File: src/rtl/serial_pkg.sv
`default_nettype none
// ============================================================================
// Package     : serial_pkg
// Description : State encodings and sizing helper shared by the serial
//               transmit (PISO) and receive (SIPO) paths.
// Revision    : 1.0 - initial release
// ============================================================================
package serial_pkg;

  // Serializer / deserializer state encodings
  localparam logic [1:0] ST_IDLE   = 2'd0;
  localparam logic [1:0] ST_SHIFT  = 2'd1;
  localparam logic [1:0] ST_PARITY = 2'd2;

  // Number of bits needed to index n items (minimum 1 for n >= 2)
  function automatic int clog2(input int n);
    int r;
    r = 0;
    while ((1 << r) < n) r++;
    return r;
  endfunction

endpackage
`default_nettype wire

File: src/rtl/ser_bit_counter.sv
`default_nettype none
// ============================================================================
// Module      : ser_bit_counter
// Description : Load/enable bit counter with terminal-count flag raised when
//               the count reaches WIDTH-1. Asynchronous active-low clear.
// Revision    : 1.0 - initial release
// ============================================================================
module ser_bit_counter
  import serial_pkg::*;
#(
  parameter int WIDTH = 8,
  parameter int CW    = clog2(WIDTH)
) (
  input  logic          clk,
  input  logic          rst,
  input  logic          i_load,
  input  logic          i_en,
  output logic [CW-1:0] o_count,
  output logic          o_tc
);

  localparam logic [CW-1:0] c_TERM = CW'(WIDTH - 1);

  logic [CW-1:0] r_count;

  // Load (to zero) takes priority over increment
  always_ff @(posedge clk or negedge rst) begin
    if (!rst) begin
      r_count <= '0;
    end else if (i_load) begin
      r_count <= '0;
    end else if (i_en) begin
      r_count <= r_count + 1'b1;
    end
  end

  assign o_count = r_count;
  assign o_tc    = (r_count == c_TERM);

endmodule
`default_nettype wire

File: src/rtl/piso_serializer.sv
`default_nettype none
// ============================================================================
// Module      : piso_serializer
// Description : Parallel-in / serial-out transmitter. Accepts a WIDTH-bit word
//               on a valid/ready handshake and emits it one bit per clock with
//               per-bit valid and an end-of-word marker.
//               Build option: define PARITY_EN to append an even-parity beat
//               after the data bits.
// Revision    : 1.0 - initial release
// ============================================================================
module piso_serializer
  import serial_pkg::*;
#(
  parameter int WIDTH     = 8,
  parameter int MSB_FIRST = 1
) (
  input  logic             clk,
  input  logic             rst,
  input  logic [WIDTH-1:0] in_data,
  input  logic             in_valid,
  output logic             in_ready,
  output logic             ser_out,
  output logic             ser_valid,
  output logic             ser_last,
  output logic             busy
);

  localparam int            CW           = clog2(WIDTH);
  localparam logic [CW-1:0] c_CNT_PENULT = CW'(WIDTH - 2);
`ifdef PARITY_EN
  localparam bit            c_LAST_ON_DATA = 1'b0;
`else
  localparam bit            c_LAST_ON_DATA = 1'b1;
`endif

  logic [1:0]       r_state;
  logic [WIDTH-1:0] r_shift;
  logic             r_ser_out;
  logic             r_ser_valid;
  logic             r_ser_last;
  logic             r_busy;
`ifdef PARITY_EN
  logic             r_parity;
`endif

  logic [CW-1:0]    w_count;
  logic             w_tc;
  logic             w_pen;
  logic             w_final;
  logic             w_accept;
  logic             w_shifting;
  logic             w_first_bit;
  logic             w_next_bit;
  logic [WIDTH-1:0] w_load_shift;
  logic [WIDTH-1:0] w_step_shift;

  // Bit ordering: the first bit leaves directly from in_data, the remainder
  // is parked in the shift register pre-shifted by one position.
  generate
    if (MSB_FIRST != 0) begin : g_msb_first
      assign w_first_bit  = in_data[WIDTH-1];
      assign w_load_shift = {in_data[WIDTH-2:0], 1'b0};
      assign w_next_bit   = r_shift[WIDTH-1];
      assign w_step_shift = {r_shift[WIDTH-2:0], 1'b0};
    end else begin : g_lsb_first
      assign w_first_bit  = in_data[0];
      assign w_load_shift = {1'b0, in_data[WIDTH-1:1]};
      assign w_next_bit   = r_shift[0];
      assign w_step_shift = {1'b0, r_shift[WIDTH-1:1]};
    end
  endgenerate

`ifdef PARITY_EN
  assign w_final = (r_state == ST_PARITY);
`else
  assign w_final = (r_state == ST_SHIFT) && w_tc;
`endif

  assign in_ready   = rst && ((r_state == ST_IDLE) || w_final);
  assign w_accept   = in_valid && in_ready;
  assign w_shifting = (r_state == ST_SHIFT) && !w_tc;
  assign w_pen      = (w_count == c_CNT_PENULT);

  // Counter tracks the index of the bit currently on ser_out; parked at zero
  // whenever no data bit is being advanced.
  ser_bit_counter #(
    .WIDTH (WIDTH),
    .CW    (CW)
  ) u_bit_counter (
    .clk     (clk),
    .rst     (rst),
    .i_load  (!w_shifting),
    .i_en    (w_shifting),
    .o_count (w_count),
    .o_tc    (w_tc)
  );

`ifdef PARITY_EN
  // Even parity of the accepted word, replayed after the data bits
  always_ff @(posedge clk or negedge rst) begin
    if (!rst) begin
      r_parity <= 1'b0;
    end else if (w_accept) begin
      r_parity <= ^in_data;
    end
  end
`endif

  // FSM and output registers: accept, advance a data bit, parity beat, or idle
  always_ff @(posedge clk or negedge rst) begin
    if (!rst) begin
      r_state     <= ST_IDLE;
      r_shift     <= '0;
      r_ser_out   <= 1'b0;
      r_ser_valid <= 1'b0;
      r_ser_last  <= 1'b0;
      r_busy      <= 1'b0;
    end else if (w_accept) begin
      r_state     <= ST_SHIFT;
      r_shift     <= w_load_shift;
      r_ser_out   <= w_first_bit;
      r_ser_valid <= 1'b1;
      r_ser_last  <= 1'b0;
      r_busy      <= 1'b1;
    end else if (w_shifting) begin
      r_shift     <= w_step_shift;
      r_ser_out   <= w_next_bit;
      r_ser_valid <= 1'b1;
      r_ser_last  <= w_pen && c_LAST_ON_DATA;
      r_busy      <= 1'b1;
    end
`ifdef PARITY_EN
    else if (r_state == ST_SHIFT) begin
      r_state     <= ST_PARITY;
      r_ser_out   <= r_parity;
      r_ser_valid <= 1'b1;
      r_ser_last  <= 1'b1;
      r_busy      <= 1'b1;
    end
`endif
    else begin
      r_state     <= ST_IDLE;
      r_ser_out   <= 1'b0;
      r_ser_valid <= 1'b0;
      r_ser_last  <= 1'b0;
      r_busy      <= 1'b0;
    end
  end

  assign ser_out   = r_ser_out;
  assign ser_valid = r_ser_valid;
  assign ser_last  = r_ser_last;
  assign busy      = r_busy;

endmodule
`default_nettype wire

File: config.mk
export PLATFORM = sky130hd
export DESIGN_NAME = piso_serializer
export DESIGN_NICKNAME = d
export VERILOG_FILES = /design/src/rtl/serial_pkg.sv /design/src/rtl/ser_bit_counter.sv /design/src/rtl/piso_serializer.sv
export SDC_FILE = /design/constraint.sdc
export NUM_CORES = 1
export LEC_CHECK = 0
export CAP_MARGIN = 20
export CORE_UTILIZATION = 28
export DETAILED_ROUTE_END_ITERATION = 10
export SLEW_MARGIN = 5
export SYNTH_ARGS = -nofsm -noshare
export SYNTH_HDL_FRONTEND = slang
export SYNTH_SLANG_ARGS = --single-unit
File: constraint.sdc
create_clock -name clk -period 1.85 [get_ports clk]
set_input_delay 0.37 -clock clk [delete_from_list [all_inputs] [get_ports clk]]
set_output_delay 0.37 -clock clk [all_outputs]
set_load 0.01 [all_outputs]
Word-level counts from Yosys, hierarchy flattened
Cells that the tools add are included.
- flip-flop bits (word level): 16
- latch bits: 0
- memory bits (writable): 0
- memory bits (read-only): 0
- bits of input ports: 11
- memories kept: 0
- add/subtract/negate cells: 1
- multiply operators: 0
- divide/modulo/power cells: 0
- magnitude comparators: 0
- equality and inequality tests: 4
- shift operators: 0
- muxes and demuxes: 11
- bitwise gates (word level): 0
- reduce and logical (&&, ||, !) cells: 8
- operator list (operator ; count):
    8-bit 2-to-1 mux ; 2
    3-bit equality test, second input constant ; 2
    1-bit 2-to-1 mux ; 6
    1-bit logical AND ; 4
    2-bit 2-to-1 mux ; 2
    3-bit by 1-bit adder with 3-bit output, second input constant ; 1
    3-bit 2-to-1 mux ; 1
    2-bit by 1-bit equality test with 1-bit output, second input constant ; 1
    2-bit logical NOT ; 1
    2-bit != test, second input constant ; 1
    2-bit nonzero test ; 1
    1-bit logical NOT ; 1
    1-bit logical OR ; 1

Logic depth before layout (Yosys ltp)
- depth in word-level cells: 6
- gate-level depth with buffers: 6
- mapped depth without buffers: 5

Cells and area by module
A second synthesis with hierarchy kept.
- cells, all modules: 51
- area, all modules: 620.6 sq um
- modules (own cells, without submodules) (module ; instances ; cells an instance ; area an instance (sq um) ; sequential area each (sq um)):
    piso_serializer ; 1 ; 40 ; 480.5 ; 275.3
    ser_bit_counter ; 1 ; 11 ; 140.1 ; 75.1

Least setup slack after synthesis
Ideal clock, no wire load.
- path kind: flip-flop to output port
- start point: register u_bit_counter.r_count[0], in the netlist u_bit_counter.o_count[0]
- end point: output port in_ready
- arrival: 1.292 ns
- data required time: 1.480 ns
- setup slack: 0.188 ns
- stages on the path, launching flop included: 5
- path through: dfrtp_1 ha_1 ha_1 or2b_2 and2_1
- longest elaborated chain between the ends: 4
- ends and longest elaborated chain (element ; RTL line ; text):
    start: declaration ; ser_bit_counter.sv:24 ; logic [CW-1:0] r_count;
    start signal: assignment ; ser_bit_counter.sv:33 ; r_count <= r_count + 1'b1;
    3-bit equality test ; ser_bit_counter.sv:38 ; assign o_tc = (r_count == c_TERM);
    1-bit logical AND ; piso_serializer.sv:76 ; assign w_final = (r_state == ST_SHIFT) && w_tc;
    1-bit logical OR ; piso_serializer.sv:79 ; assign in_ready = rst && ((r_state == ST_IDLE) || w_final);
    1-bit logical AND ; piso_serializer.sv:79 ;
    end: declaration ; piso_serializer.sv:21 ; output logic in_ready,
Every way passes these cells.

Worst setup path after layout
Ends and elaborated chain as after synthesis.

==> PnR_summary.wiki <==
{| class="wikitable"
! Metric !! Value
|-
| Maximum operating frequency || 520 MHz
|-
| Pleak || 0.409 nW
|-
| GR Util All Layers || 0.115
|-
| Run status || complete, but fails checks
|-
| Deepest level of the CTS H-tree || 1
|-
| Number of CTS-inserted buffers || 3
|-
| Int Pwr || 0.000897 W
|-
| FFs w/ async S/R, synth || 1.00
|-
| Overflow after GRT || 0
|-
| Hold slack || 496 ps
|-
| Max-Cap Viols || 0
|-
| Leading cell types by total area after synthesis || sky130_fd_sc_hd__dfrtp_1, sky130_fd_sc_hd__a221o_1, sky130_fd_sc_hd__and2_0
|-
| Top Family by Delay on Critical Path || simple AND/OR/NAND/NOR gates
|-
| Min setup slack post-route || -72.3 ps
|-
| Clock root cell || sky130_fd_sc_hd__clkbuf_4
|-
| Net switching power || 0.000401 W
|-
| Failing checks || negative setup slack
|-
| Peak fanout along the critical path || 2
|-
| Final setup violation count || 1
|-
| Minimum clock period after layout || 1920 ps
|-
| Area of all placed cells without fillers || 883 µm²
|-
| Vias in the first global route || 469
|-
| Count of mapped cells out of synthesis || 49
|-
| Placed wire-length estimate after detailed placement || 825 µm
|-
| Most frequent cells after synthesis || sky130_fd_sc_hd__dfrtp_1, sky130_fd_sc_hd__a221o_1, sky130_fd_sc_hd__and2_0
|-
| Number of enable flip-flop cells after synthesis || 0
|-
| Clock Sink Count || 14
|-
| Area of placed instances || 818 µm²
|-
| Setup repair after global routing missed its margin || yes
|-
| Cell Area, Synth || 616 µm²
|-
| Slew of the pin with the lowest slew margin || 455 ps
|-
| Global-route wire length before repair || 2040 µm
|-
| Maximum number of buffers from clock root to sink || 2
|-
| Worst stage delay on the critical path || 400 ps
|-
| Clock tree from TritonCTS || built
|-
| Post-Syn Nets || 63
|-
| Data arrival time of the critical path || 1550 ps
|-
| Synthesis-to-layout area growth || 43.5%
|-
| Final antenna-violating net count || 0
|-
| Reg clk slew, reported paths || 80 ps
|-
| Count of unresolved DRC violations after routing || 0
|-
| Antenna Cells || 0
|-
| Switching share of power || 0.309
|-
| Number of slew-limit violations in the final report || 0
|-
| WL final || 1160 µm
|-
| Initial core utilization || 0.304
|-
| Die Span X || 48.9 µm
|-
| Critical path data required time || 1480 ps
|-
| Mean area per synthesized cell || 12.6 µm²
|-
| Top cell type's share of synthesized area || 0.569
|-
| Sequential-to-total area share from yosys stat || 0.569
|-
| Net count, final || 87
|-
| Dominant cell by count in the synthesized netlist || sky130_fd_sc_hd__dfrtp_1
|-
| Number of rows created at floorplan || 16
|-
| Critical path's slowest cell || sky130_fd_sc_hd__dfrtp_1
|-
| Final hold violation count || 0
|-
| Cts hold-fix bufs || 0
|-
| Area leader, netlist || sky130_fd_sc_hd__dfrtp_1
|-
| Cell Chain, Critical Path || ha_2 -> ha_4 -> or2b_4 -> and2_4 -> buf_6
|-
| Worst-Skew Late Latency || 280 ps
|-
| Power density over cell area || 1470 mW/mm²
|-
| Number of detailed-route iterations in the first pass || 4
|-
| Vias/cell || 4.39
|-
| GPL Wtd Cong || 0.725
|-
| Flop pwr share || 0.379
|-
| #FFs+latches synth || 14
|-
| Routed length per placed instance || 11.7 µm
|-
| Share of the clock period used by the worst path after layout || 1.04
|-
| Height of the chip || 48.9 µm
|-
| Worst vdd ir || 0.700 mV
|-
| Normalized max-slew margin || 0.695
|-
| Full die area || 0.00239 mm²
|-
| Largest net degree at the start of global routing || 17
|-
| Share of power burned in the clock network || 0.168
|-
| Via count || 435
|-
| Hold crit path type || in -> async
|-
| Critical Path End Type || output port
|-
| Number of design-rule violations left by the first detailed-router iteration || 6
|-
| Kind of launch point of the worst setup path || register
|-
| Logic pwr share || 0.453
|-
| Multi-input logic area || 255 µm²
|-
| Core area || 0.00202 mm²
|-
| Number of input and output port buffers inserted || 15
|-
| Critical path class || reg -> out
|-
| Number of antenna violations at the first check in global routing || 0
|-
| Final core utilization || 0.437
|-
| Pre-CTS WS || -186 ps
|-
| Filler Cell Count || 190
|-
| Most frequently used flop master after synthesis || sky130_fd_sc_hd__dfrtp_1
|-
| Library cells used by synthesis || 17
|-
| Reg area || 350 µm²
|-
| Number of top-level design ports || 16
|-
| Yosys synthesis warning count || 0
|-
| Worst Path Buf+Inv || 1
|-
| Worst Skew || 3.55 ps
|-
| Proportion of layout cells with a drive suffix above 1 || 0.278
|}
[per-stage QoR]
stage / total power (W) / TNS (ps) / instances
3_5_place_dp: 0.00103 / -843 / 94
5_1_grt: 0.00141 / -123 / 99
6_report: 0.00130 / -72.3 / 99
4_1_cts: 0.00131 / -66.9 / 99
2_1_floorplan: 0.000827 / 0 / 49
3_3_place_gp: 0.00101 / -724 / 94
[cells by family after synthesis]
family          after synthesis  share of synthesized area
simple gates                 20                      0.207
compound gates                7                      0.114
buf+inv                       5                     0.0488
fa+ha+maj                     3                     0.0610
flops                        14                      0.569
[cells in the final DEF, fill, tap and decap left out]
master and instances:
sky130_fd_sc_hd__clkbuf_4 3, sky130_fd_sc_hd__nand2_1 2, sky130_fd_sc_hd__nor2_4 1, sky130_fd_sc_hd__ha_1 1, sky130_fd_sc_hd__a22o_2 1, sky130_fd_sc_hd__clkdlybuf4s50_1 14
sky130_fd_sc_hd__a221o_1 6, sky130_fd_sc_hd__and2_1 1, sky130_fd_sc_hd__inv_1 3, sky130_fd_sc_hd__and2_0 6, sky130_fd_sc_hd__and2_2 1, sky130_fd_sc_hd__buf_4 6
sky130_fd_sc_hd__nor2b_4 1, sky130_fd_sc_hd__nand3_1 2, sky130_fd_sc_hd__buf_6 1, sky130_fd_sc_hd__and2_4 1, sky130_fd_sc_hd__and3_2 1, sky130_fd_sc_hd__ha_4 1
sky130_fd_sc_hd__ha_2 1, sky130_fd_sc_hd__nor2_1 3, sky130_fd_sc_hd__dfrtp_1 14, sky130_fd_sc_hd__or2b_4 1, sky130_fd_sc_hd__clkbuf_8 1
[flip-flops by register name, summed over array words and instances (netlist names)]
name / flops
busy: 1
r_shift: 7
ser_last: 1
ser_out: 1
r_state: 1
u_bit_counter.o_count: 3
[worst reg2reg max path, cell delays in order (launching register included)]
cell                      delay [ps]
sky130_fd_sc_hd__dfrtp_1         400
sky130_fd_sc_hd__ha_2            210
sky130_fd_sc_hd__ha_4            160
sky130_fd_sc_hd__buf_4           130
sky130_fd_sc_hd__nor2b_4         160
sky130_fd_sc_hd__nor2_1          150
sky130_fd_sc_hd__a221o_1         370
[layer usage]
layer | GRT usage | vias up | routed length (µm)
met5 | 0 | - | 0
met2 | 0.164 | 14 | 526
li1 | - | 214 | -
met4 | 0.0735 | 0 | 26
met1 | 0.152 | 203 | 549
met3 | 0.0312 | 4 | 52
[repair_timing]
action | in CTS | in global routing
resized for setup | 10 | 0
setup endpoints to repair | 1 | 1
setup buffers | 1 | 0
pin swaps | 1 | 1
[power groups by stage]
stage                     Sequential [W]  Clock (W)  Combinational [W]
after floorplan                 0.000492          0           0.000334
after global placement          0.000488          0           0.000523
after detailed placement        0.000492          0           0.000540
after CTS                       0.000491   0.000223           0.000595
after global routing            0.000506   0.000244           0.000656
final                           0.000492   0.000218           0.000588
[final timing paths]
path                                          startpoint    endpoint  slack (ps)  cells past startpoint
min in group clk                              r_shift[1]  r_shift[1]         500                      2
worst min-delay path                                 rst        busy         500                      2
worst max register to register  u_bit_counter.o_count[0]  r_shift[7]         160                      6
worst min register to register                r_shift[1]  r_shift[1]         500                      2
worst max-delay path            u_bit_counter.o_count[0]    in_ready         -70                      5
max in group asynchronous                            rst  r_shift[1]        1180                      2
[area by class of cell]
type,count,area share
Clock buffer,4,0.0411
Inverter,3,0.0127
Multi-Input combinational cell,30,0.289
Sequential cell,14,0.397
Tap cell,27,0.0382
Timing Repair Buffer,21,0.222
(Power assumes the default switching activity.)
